**src/rtl/arbiter_rr_desc_if.sv**
```systemverilog
// ---------------------------------------------------------------------------
// arbiter_rr_desc_if
// Bundles the request/grant, descriptor and memory-header/beat signals of the
// round-robin descriptor arbiter.
//   master : core/descriptor/memory side (drives requests, descriptors,
//            memory ready; observes grant and the transfer stream)
//   slave  : the arbiter itself
// Signals:
//   w_req/w_grant             per-core level request / one-hot grant
//   w_desc_valid/ready/addr/burst  descriptor handshake and payload
//   w_mem_ready               memory accepts the current header or beat
//   w_burst/w_burst_valid     header cycle and its burst length
//   w_addr/w_addr_valid       beat cycle and its address
//   w_rw                      1 = read (load to core), 0 = write (psum unload)
//   w_busy                    arbiter not idle
// ---------------------------------------------------------------------------
interface arbiter_rr_desc_if #(
    parameter int MAIN_MEM_ADDR_WIDTH = 32,
    parameter int NUM_CORES           = 4,
    parameter int BURST_WIDTH         = 6
);
    logic [NUM_CORES-1:0]           w_req;
    logic [NUM_CORES-1:0]           w_grant;
    logic                           w_desc_valid;
    logic                           w_desc_ready;
    logic [MAIN_MEM_ADDR_WIDTH-1:0] w_desc_addr;
    logic [BURST_WIDTH-1:0]         w_desc_burst;
    logic                           w_mem_ready;
    logic [BURST_WIDTH-1:0]         w_burst;
    logic                           w_burst_valid;
    logic [MAIN_MEM_ADDR_WIDTH-1:0] w_addr;
    logic                           w_addr_valid;
    logic                           w_rw;
    logic                           w_busy;

    modport master (
        output w_req, w_desc_valid, w_desc_addr, w_desc_burst, w_mem_ready,
        input  w_grant, w_desc_ready, w_burst, w_burst_valid, w_addr,
               w_addr_valid, w_rw, w_busy
    );

    modport slave (
        input  w_req, w_desc_valid, w_desc_addr, w_desc_burst, w_mem_ready,
        output w_grant, w_desc_ready, w_burst, w_burst_valid, w_addr,
               w_addr_valid, w_rw, w_busy
    );
endinterface

```
**src/rtl/arbiter_rr_desc.sv**
```systemverilog
// ---------------------------------------------------------------------------
// arbiter_rr_desc
// Round-robin arbiter granting main-memory access to one PE core at a time.
// Each grant alternates per core between a load (NUM_READ_STAGES read
// descriptors: config, weights, activations) and an unload (one write
// descriptor). Every descriptor becomes one header cycle followed by
// 'burst' address beats, all paced by w_mem_ready.
// Ports:
//   w_clock    clock, rising edge
//   w_reset_n  asynchronous active-low reset
//   bus        arbiter_rr_desc_if.slave (request/grant, descriptor, stream)
// All outputs are registered; they are decoded from the next-state values so
// they line up with the state they describe.
// ---------------------------------------------------------------------------
module arbiter_rr_desc #(
    parameter int MAIN_MEM_ADDR_WIDTH = 32,
    parameter int NUM_CORES           = 4,
    parameter int BURST_WIDTH         = 6,
    parameter int NUM_READ_STAGES     = 3
) (
    input  logic               w_clock,
    input  logic               w_reset_n,
    arbiter_rr_desc_if.slave   bus
);

    localparam int SEL_W = (NUM_CORES > 1) ? $clog2(NUM_CORES) : 1;
    localparam int STG_W = $clog2(NUM_READ_STAGES + 1);
    localparam int PAD_W = MAIN_MEM_ADDR_WIDTH - BURST_WIDTH;

    typedef enum logic [2:0] {
        ST_IDLE = 3'd0,
        ST_ARB  = 3'd1,
        ST_DESC = 3'd2,
        ST_HDR  = 3'd3,
        ST_XFER = 3'd4,
        ST_DONE = 3'd5
    } state_t;

    // FSM and datapath state
    state_t                         state_r, state_next_s;
    logic [NUM_CORES-1:0]           req_snap_r, req_snap_next_s;
    logic [SEL_W-1:0]               sel_r, sel_next_s;
    logic [SEL_W-1:0]               last_sel_r, last_sel_next_s;
    logic [NUM_CORES-1:0]           load_r, load_next_s;
    logic [STG_W-1:0]               stage_r, stage_next_s;
    logic [BURST_WIDTH-1:0]         beat_r, beat_next_s;
    logic [BURST_WIDTH-1:0]         burst_r, burst_next_s;
    logic [MAIN_MEM_ADDR_WIDTH-1:0] base_r, base_next_s;

    // Registered outputs and their next values
    logic [NUM_CORES-1:0]           grant_r, grant_next_s;
    logic                           desc_ready_r, desc_ready_next_s;
    logic                           burst_valid_r, burst_valid_next_s;
    logic [BURST_WIDTH-1:0]         burst_out_r, burst_out_next_s;
    logic                           addr_valid_r, addr_valid_next_s;
    logic [MAIN_MEM_ADDR_WIDTH-1:0] addr_out_r, addr_out_next_s;
    logic                           rw_r, rw_next_s;
    logic                           busy_r, busy_next_s;

    // Arbitration helpers
    logic [SEL_W-1:0]               pick_s;
    logic                           pick_found_s;
    int                             arb_idx_s;
    logic [STG_W-1:0]               stage_last_s;
    logic                           stage_is_last_s;
    logic                           active_next_s;

    // Round-robin pick: first snapshot request at or after last_sel+1, wrapping.
    // The snapshot taken in IDLE is never zero, so a winner always exists.
    always_comb begin
        pick_s       = last_sel_r;
        pick_found_s = 1'b0;
        arb_idx_s    = 0;
        for (int i = 1; i <= NUM_CORES; i++) begin
            arb_idx_s = int'(last_sel_r) + i;
            if (arb_idx_s >= NUM_CORES) begin
                arb_idx_s = arb_idx_s - NUM_CORES;
            end else begin
                arb_idx_s = arb_idx_s;
            end
            if (!pick_found_s && req_snap_r[SEL_W'(arb_idx_s)]) begin
                pick_s       = SEL_W'(arb_idx_s);
                pick_found_s = 1'b1;
            end else begin
                pick_found_s = pick_found_s;
            end
        end
    end

    // Stage bookkeeping: a load grant walks all read stages, an unload only one.
    always_comb begin
        if (load_r[sel_r]) begin
            stage_last_s = {STG_W{1'b0}};
        end else begin
            stage_last_s = STG_W'(NUM_READ_STAGES - 1);
        end
        stage_is_last_s = (stage_r == stage_last_s);
    end

    // Next-state logic
    always_comb begin
        state_next_s = state_r;
        case (state_r)
            ST_IDLE: begin
                if (|bus.w_req) begin
                    state_next_s = ST_ARB;
                end else begin
                    state_next_s = ST_IDLE;
                end
            end
            ST_ARB: begin
                state_next_s = ST_DESC;
            end
            ST_DESC: begin
                if (bus.w_desc_valid) begin
                    state_next_s = ST_HDR;
                end else begin
                    state_next_s = ST_DESC;
                end
            end
            ST_HDR: begin
                if (!bus.w_mem_ready) begin
                    state_next_s = ST_HDR;
                end else if (burst_r != {BURST_WIDTH{1'b0}}) begin
                    state_next_s = ST_XFER;
                end else if (stage_is_last_s) begin
                    state_next_s = ST_DONE;
                end else begin
                    state_next_s = ST_DESC;
                end
            end
            ST_XFER: begin
                if (!bus.w_mem_ready || (beat_r != (burst_r - BURST_WIDTH'(1)))) begin
                    state_next_s = ST_XFER;
                end else if (stage_is_last_s) begin
                    state_next_s = ST_DONE;
                end else begin
                    state_next_s = ST_DESC;
                end
            end
            ST_DONE: begin
                state_next_s = ST_IDLE;
            end
            default: begin
                state_next_s = ST_IDLE;
            end
        endcase
    end

    // Datapath next values: request snapshot, selection, descriptor latch,
    // beat/stage counters, per-core load/unload toggle.
    always_comb begin
        req_snap_next_s = req_snap_r;
        sel_next_s      = sel_r;
        last_sel_next_s = last_sel_r;
        load_next_s     = load_r;
        stage_next_s    = stage_r;
        beat_next_s     = beat_r;
        burst_next_s    = burst_r;
        base_next_s     = base_r;
        case (state_r)
            ST_IDLE: begin
                req_snap_next_s = bus.w_req;
                stage_next_s    = {STG_W{1'b0}};
                beat_next_s     = {BURST_WIDTH{1'b0}};
            end
            ST_ARB: begin
                sel_next_s = pick_s;
            end
            ST_DESC: begin
                if (bus.w_desc_valid) begin
                    base_next_s  = bus.w_desc_addr;
                    burst_next_s = bus.w_desc_burst;
                    beat_next_s  = {BURST_WIDTH{1'b0}};
                end else begin
                    beat_next_s  = beat_r;
                end
            end
            ST_HDR: begin
                beat_next_s = {BURST_WIDTH{1'b0}};
                if (state_next_s == ST_DESC) begin
                    stage_next_s = stage_r + STG_W'(1);
                end else begin
                    stage_next_s = stage_r;
                end
            end
            ST_XFER: begin
                if (bus.w_mem_ready) begin
                    beat_next_s = beat_r + BURST_WIDTH'(1);
                end else begin
                    beat_next_s = beat_r;
                end
                if (state_next_s == ST_DESC) begin
                    stage_next_s = stage_r + STG_W'(1);
                end else begin
                    stage_next_s = stage_r;
                end
            end
            ST_DONE: begin
                last_sel_next_s     = sel_r;
                load_next_s[sel_r]  = ~load_r[sel_r];
                stage_next_s        = {STG_W{1'b0}};
            end
            default: begin
                stage_next_s = {STG_W{1'b0}};
            end
        endcase
    end

    // State and datapath registers
    always_ff @(posedge w_clock or negedge w_reset_n) begin
        if (!w_reset_n) begin
            state_r    <= ST_IDLE;
            req_snap_r <= {NUM_CORES{1'b0}};
            sel_r      <= {SEL_W{1'b0}};
            last_sel_r <= SEL_W'(NUM_CORES - 1);
            load_r     <= {NUM_CORES{1'b0}};
            stage_r    <= {STG_W{1'b0}};
            beat_r     <= {BURST_WIDTH{1'b0}};
            burst_r    <= {BURST_WIDTH{1'b0}};
            base_r     <= {MAIN_MEM_ADDR_WIDTH{1'b0}};
        end else begin
            state_r    <= state_next_s;
            req_snap_r <= req_snap_next_s;
            sel_r      <= sel_next_s;
            last_sel_r <= last_sel_next_s;
            load_r     <= load_next_s;
            stage_r    <= stage_next_s;
            beat_r     <= beat_next_s;
            burst_r    <= burst_next_s;
            base_r     <= base_next_s;
        end
    end

    // Output decode from the next state, so registered outputs match the state
    // entered on the same edge. Unused payloads are forced to zero.
    always_comb begin
        active_next_s      = (state_next_s == ST_DESC) || (state_next_s == ST_HDR) ||
                             (state_next_s == ST_XFER) || (state_next_s == ST_DONE);
        desc_ready_next_s  = (state_next_s == ST_DESC);
        burst_valid_next_s = (state_next_s == ST_HDR);
        addr_valid_next_s  = (state_next_s == ST_XFER);
        busy_next_s        = (state_next_s != ST_IDLE);
        if (active_next_s) begin
            grant_next_s = {{(NUM_CORES-1){1'b0}}, 1'b1} << sel_next_s;
            rw_next_s    = ~load_r[sel_next_s];
        end else begin
            grant_next_s = {NUM_CORES{1'b0}};
            rw_next_s    = 1'b0;
        end
        if (burst_valid_next_s) begin
            burst_out_next_s = burst_next_s;
        end else begin
            burst_out_next_s = {BURST_WIDTH{1'b0}};
        end
        if (addr_valid_next_s) begin
            addr_out_next_s = base_next_s + {{PAD_W{1'b0}}, beat_next_s};
        end else begin
            addr_out_next_s = {MAIN_MEM_ADDR_WIDTH{1'b0}};
        end
    end

    // Output registers
    always_ff @(posedge w_clock or negedge w_reset_n) begin
        if (!w_reset_n) begin
            grant_r       <= {NUM_CORES{1'b0}};
            desc_ready_r  <= 1'b0;
            burst_valid_r <= 1'b0;
            burst_out_r   <= {BURST_WIDTH{1'b0}};
            addr_valid_r  <= 1'b0;
            addr_out_r    <= {MAIN_MEM_ADDR_WIDTH{1'b0}};
            rw_r          <= 1'b0;
            busy_r        <= 1'b0;
        end else begin
            grant_r       <= grant_next_s;
            desc_ready_r  <= desc_ready_next_s;
            burst_valid_r <= burst_valid_next_s;
            burst_out_r   <= burst_out_next_s;
            addr_valid_r  <= addr_valid_next_s;
            addr_out_r    <= addr_out_next_s;
            rw_r          <= rw_next_s;
            busy_r        <= busy_next_s;
        end
    end

    assign bus.w_grant       = grant_r;
    assign bus.w_desc_ready  = desc_ready_r;
    assign bus.w_burst_valid = burst_valid_r;
    assign bus.w_burst       = burst_out_r;
    assign bus.w_addr_valid  = addr_valid_r;
    assign bus.w_addr        = addr_out_r;
    assign bus.w_rw          = rw_r;
    assign bus.w_busy        = busy_r;

endmodule

```
**src/flat_wrapper.sv**
```systemverilog
// flat-port wrapper written by rule: the top's interface ports become plain ports
module arbiter_rr_desc_flat 
#(
    parameter int MAIN_MEM_ADDR_WIDTH = 32,
    parameter int NUM_CORES           = 4,
    parameter int BURST_WIDTH         = 6,
    parameter int NUM_READ_STAGES     = 3
)
  (w_clock, w_reset_n, bus_w_req, bus_w_desc_valid, bus_w_desc_addr, bus_w_desc_burst, bus_w_mem_ready, bus_w_grant, bus_w_desc_ready, bus_w_burst, bus_w_burst_valid, bus_w_addr, bus_w_addr_valid, bus_w_rw, bus_w_busy);
  arbiter_rr_desc_if #(.MAIN_MEM_ADDR_WIDTH(MAIN_MEM_ADDR_WIDTH), .NUM_CORES(NUM_CORES), .BURST_WIDTH(BURST_WIDTH)) bus_i ();
  input  logic w_clock;
  input  logic w_reset_n;
  input wire logic [$bits(bus_i.w_req)-1:0] bus_w_req;
  input wire logic [$bits(bus_i.w_desc_valid)-1:0] bus_w_desc_valid;
  input wire logic [$bits(bus_i.w_desc_addr)-1:0] bus_w_desc_addr;
  input wire logic [$bits(bus_i.w_desc_burst)-1:0] bus_w_desc_burst;
  input wire logic [$bits(bus_i.w_mem_ready)-1:0] bus_w_mem_ready;
  output wire logic [$bits(bus_i.w_grant)-1:0] bus_w_grant;
  output wire logic [$bits(bus_i.w_desc_ready)-1:0] bus_w_desc_ready;
  output wire logic [$bits(bus_i.w_burst)-1:0] bus_w_burst;
  output wire logic [$bits(bus_i.w_burst_valid)-1:0] bus_w_burst_valid;
  output wire logic [$bits(bus_i.w_addr)-1:0] bus_w_addr;
  output wire logic [$bits(bus_i.w_addr_valid)-1:0] bus_w_addr_valid;
  output wire logic [$bits(bus_i.w_rw)-1:0] bus_w_rw;
  output wire logic [$bits(bus_i.w_busy)-1:0] bus_w_busy;
  assign bus_i.w_req = bus_w_req;
  assign bus_i.w_desc_valid = bus_w_desc_valid;
  assign bus_i.w_desc_addr = bus_w_desc_addr;
  assign bus_i.w_desc_burst = bus_w_desc_burst;
  assign bus_i.w_mem_ready = bus_w_mem_ready;
  assign bus_w_grant = bus_i.w_grant;
  assign bus_w_desc_ready = bus_i.w_desc_ready;
  assign bus_w_burst = bus_i.w_burst;
  assign bus_w_burst_valid = bus_i.w_burst_valid;
  assign bus_w_addr = bus_i.w_addr;
  assign bus_w_addr_valid = bus_i.w_addr_valid;
  assign bus_w_rw = bus_i.w_rw;
  assign bus_w_busy = bus_i.w_busy;
  arbiter_rr_desc #(.MAIN_MEM_ADDR_WIDTH(MAIN_MEM_ADDR_WIDTH), .NUM_CORES(NUM_CORES), .BURST_WIDTH(BURST_WIDTH), .NUM_READ_STAGES(NUM_READ_STAGES)) u_core (.w_clock(w_clock), .w_reset_n(w_reset_n), .bus(bus_i));
endmodule
```
**config.mk**
```make
export PLATFORM = sky130hd
export DESIGN_NAME = arbiter_rr_desc_flat
export DESIGN_NICKNAME = d
export VERILOG_FILES = /design/src/rtl/arbiter_rr_desc_if.sv /design/src/rtl/arbiter_rr_desc.sv /design/src/flat_wrapper.sv
export SDC_FILE = /design/constraint.sdc
export NUM_CORES = 1
export LEC_CHECK = 0
export BUFFER_PORTS_ARGS = -buffer_cell sky130_fd_sc_hd__buf_2
export CAP_MARGIN = 20
export CORE_MARGIN = 3
export CORE_UTILIZATION = 30
export DETAILED_ROUTE_END_ITERATION = 8
export PLACE_DENSITY = 0.59
export SLEW_MARGIN = 20
export SYNTH_ARGS = -nofsm -noshare
export SYNTH_HDL_FRONTEND = slang
export SYNTH_SLANG_ARGS = --single-unit
```
**constraint.sdc**
```tcl
create_clock -name w_clock -period 5.74 [get_ports w_clock]
set_input_delay 0.287 -clock w_clock [delete_from_list [all_inputs] [get_ports w_clock]]
set_output_delay 0.287 -clock w_clock [all_outputs]
set_load 0.02 [all_outputs]
```
==> results.toml <==
[run_status]
status = "completed"

[clocking]
cts_tree = "built"
clockBufferDepth = 2
cts_max_level = 3
clock_latency_ps = 360
cts_resized = 0
cts_root_buffer = "clkbuf_16"
clk_pin_slew_ps = 70
cts_inserted_buffers = 9
postCtsSetupBuffers = 0
clock_sinks = 108

[setup_path]
cp_data_required_time_ps = 6020
worstReg2RegEnd = "u_core.bus.w_addr[18]"
path_class = "flip-flop to flip-flop"
cp_max_fo = 15
critPathArrivalTime_ps = 4170
critPathLaunch = "u_core.state_r[1]"
timing.rr.start = "u_core.state_r[1]"
r2r_slack_ps = 1850
end_kind = "flip-flop"
reg2reg_depth = 11
start_kind = "flip-flop"

[final_layout]
diodes = 0
syn2layout_area_growth_pct = 19.9
drive_above_1_share_pct = 21.4
final_area_um2 = 6310
regArea_um2 = 2710
nets = 668
n_fill_cell = 1660
multiInputGateArea_um2 = 2380

[timing]
hold_viol_final = 0
holdWs_ps = 146
finClkSkew_ps = 9.81
tns_ps = 0
fmax_mhz = 257
period_share_pct = 67.8
setup_violations = 0
finalWorstSetupSlack_ps = 1850
slew_viol_final = 0
tightest_slew_ps = 933
max_slew_margin_pct = 37.8
rsz0062_at_grt = "false"
fin_crit_ps = 3890

[synth]
synth-seq-cells = 108
synth_cell_types = 60
synthArstFlopShare_pct = 100
netlist.area_leader.share_pct = 50.4
ys_seq_area_share_pct = 51.4
syn-cell-area_um2 = 5260
syn_inst = 523
netlist.top_cell.by_area = "dfrtp_1"
yosys_warnings = 0
synthesis.nets = 578
synth-edff-count = 0
synthTopCellsByArea = "dfrtp_1, nand2_1, xnor2_1"
synth_flop_cell = "dfrtp_1"
postSynthAreaPerCell_um2 = 10.1

[grt]
antenna_found_initial = 0
use_met3_pct = 4.35
grt_pass1_wl_um = 21000
grt_max_degree = 75
busiest_layer = "met2"
grtUsageMet2_pct = 22.5
grt_remaining_overflow = 0
grt_pass1_vias = 4229
track_usage_pct = 13.6
grt.met1_usage_pct = 17.4

[placed_design]
post_dp_cell_area_um2 = 5970
post-place-ws_ps = 1950
dp_hpwl_um = 9300
portBuffers = 92
gp_congestion = 0.803

[run]
drv_cap = 0

[die]
fp.dieH_um = 138
die-area_um2 = 19200
coreArea_um2 = 16900
ios = 93
rows = 47
fp.dieW_um = 138
initial_utilization_pct = 31.2

[power]
p_per_area_nw_per_um2 = 508
irDropWorstVdd_v = 0.000232
leakage_uw = 0.00304

[drt]
via_per_inst = 4.84
wl_per_cell_um = 15.3
drtAntennaViolNets = 0
first_pass_iters = 4
drc_errors = 0
vias = 4054
drt-total-wl_um = 12800
drt_iter0_markers = 207

[hold_path]
whs_endpoint = "u_core.burst_r[2]"
min_from = "bus_w_desc_burst[2]"
hold_depth = 3
hp-class = "input port to flip-flop"
==> through the flow <==
step           instances  total power, µW  utilization, %
5_1_grt              838             3450            37.4
2_1_floorplan        523             2190               -
3_5_place_dp         821             2540            35.4
4_1_cts              838             3240            37.4
3_3_place_gp         819             2500            35.2
6_report             838             3210            37.4
==> worst max-delay path, stage by stage (launching register included) <==
cell and delay [ps]:
dfrtp_1 520, nor2_1 440, nand2_1 380, o31ai_1 490, ha_1 340, a21o_1 170
a21oi_1 210, o21bai_1 110, a21oi_2 580, nor2b_1 210, a21o_1 220, a21oi_1 130
==> timing repair <==
item | CTS | global route
hold buffers | 1 | 0
endpoints found under the setup margin | 0 | 0
endpoints found under the hold margin | 34 | 0
==> cell usage in the layout (no fill, tap or decap), types with 8 or more instances in the layout <==
master       n
and3_1      10
nor2b_1     10
clkbuf_16    9
o21ai_0     18
nor3_1      17
dfrtp_1    106
nand2_1     80
nand3_1     19
nand2b_1     8
nor2_1      44
xnor2_1     32
buf_2       91
inv_1       24
a21oi_1     18
mux2i_1     24
ha_1         8
==> cell type report <==
type,count,share of cell area (%)
multi-input cells,371,37.7
clock buffers,11,3.85
well taps,220,4.36
inverters,24,1.43
flip-flops and latches,108,42.9
clock inverters,5,1.33
repair buffers,99,8.45
==> cells in the mapped netlist (all sizes together), types with 2 or more instances <==
| library cell | count |
|---|---|
| xnor2 | 32 |
| ha | 8 |
| nor3 | 17 |
| a21oi | 19 |
| clkbuf | 17 |
| nand2 | 80 |
| o31ai | 2 |
| or4b | 2 |
| mux2i | 24 |
| o2111ai | 2 |
| and3 | 10 |
| o21ai | 19 |
| inv | 24 |
| a221oi | 2 |
| or3 | 3 |
| nor4b | 2 |
| nor2 | 44 |
| o21bai | 2 |
| a41oi | 2 |
| nand4b | 2 |
| nor4bb | 2 |
| nor2b | 10 |
| nand3 | 19 |
| dfstp | 2 |
| mux2 | 7 |
| o41ai | 2 |
| or2 | 2 |
| nor3b | 6 |
| nand2b | 8 |
| buf | 3 |
| a2111oi | 4 |
| a211oi | 2 |
| xor2 | 6 |
| dfrtp | 106 |
| a21o | 4 |
| nor4 | 2 |
| and4 | 3 |
| nand4 | 4 |
| o211ai | 3 |
==> report_power, final <==
part,total [µW],switching (µW),internal (µW)
Clock,681,285,396
Combinational,1320,803,518
Sequential,1210,185,1020
==> worst max path at each step <==
stage                            endpoint  slack, ps  cells after the start
floorplan           u_core.bus.w_addr[31]       2080                     16
global placement    u_core.bus.w_addr[18]       1640                     11
detailed placement  u_core.bus.w_addr[31]       1950                      8
CTS                 u_core.bus.w_addr[18]       1890                     11
global route        u_core.bus.w_addr[18]       1510                     11
finish              u_core.bus.w_addr[18]       1850                     11
==> logic make-up after synthesis <==
family	synth area share [%]
flip-flops	51.4
adder cells (fa/ha/maj)	2.28
AO/OA/AOI/OAI	9.86
multiplexers	6.13
buffers and inverters	3.45
AND/OR/NAND/NOR	20.6
XOR/XNOR	6.32
==> per-layer routing <==
metal  wire [µm]  vias to the layer above
met1        5810                     1960
met2        6090                       98
li1            -                     1984
met4         129                        0
met3         796                       12
met5           0                        -
==> registers in the layout (all words and copies together), names as in the netlist, 2 cells and up <==
register            cells
u_core.sel_r            2
u_core.last_sel_r       2
u_core.bus.w_burst      6
u_core.bus.w_addr      32
u_core.beat_r           6
u_core.load_r           4
u_core.burst_r          6
u_core.stage_r          2
u_core.base_r          32
u_core.state_r          3
u_core.bus.w_grant      4
u_core.req_snap_r       4
Note: power is estimated with default switching activity, not from simulation.
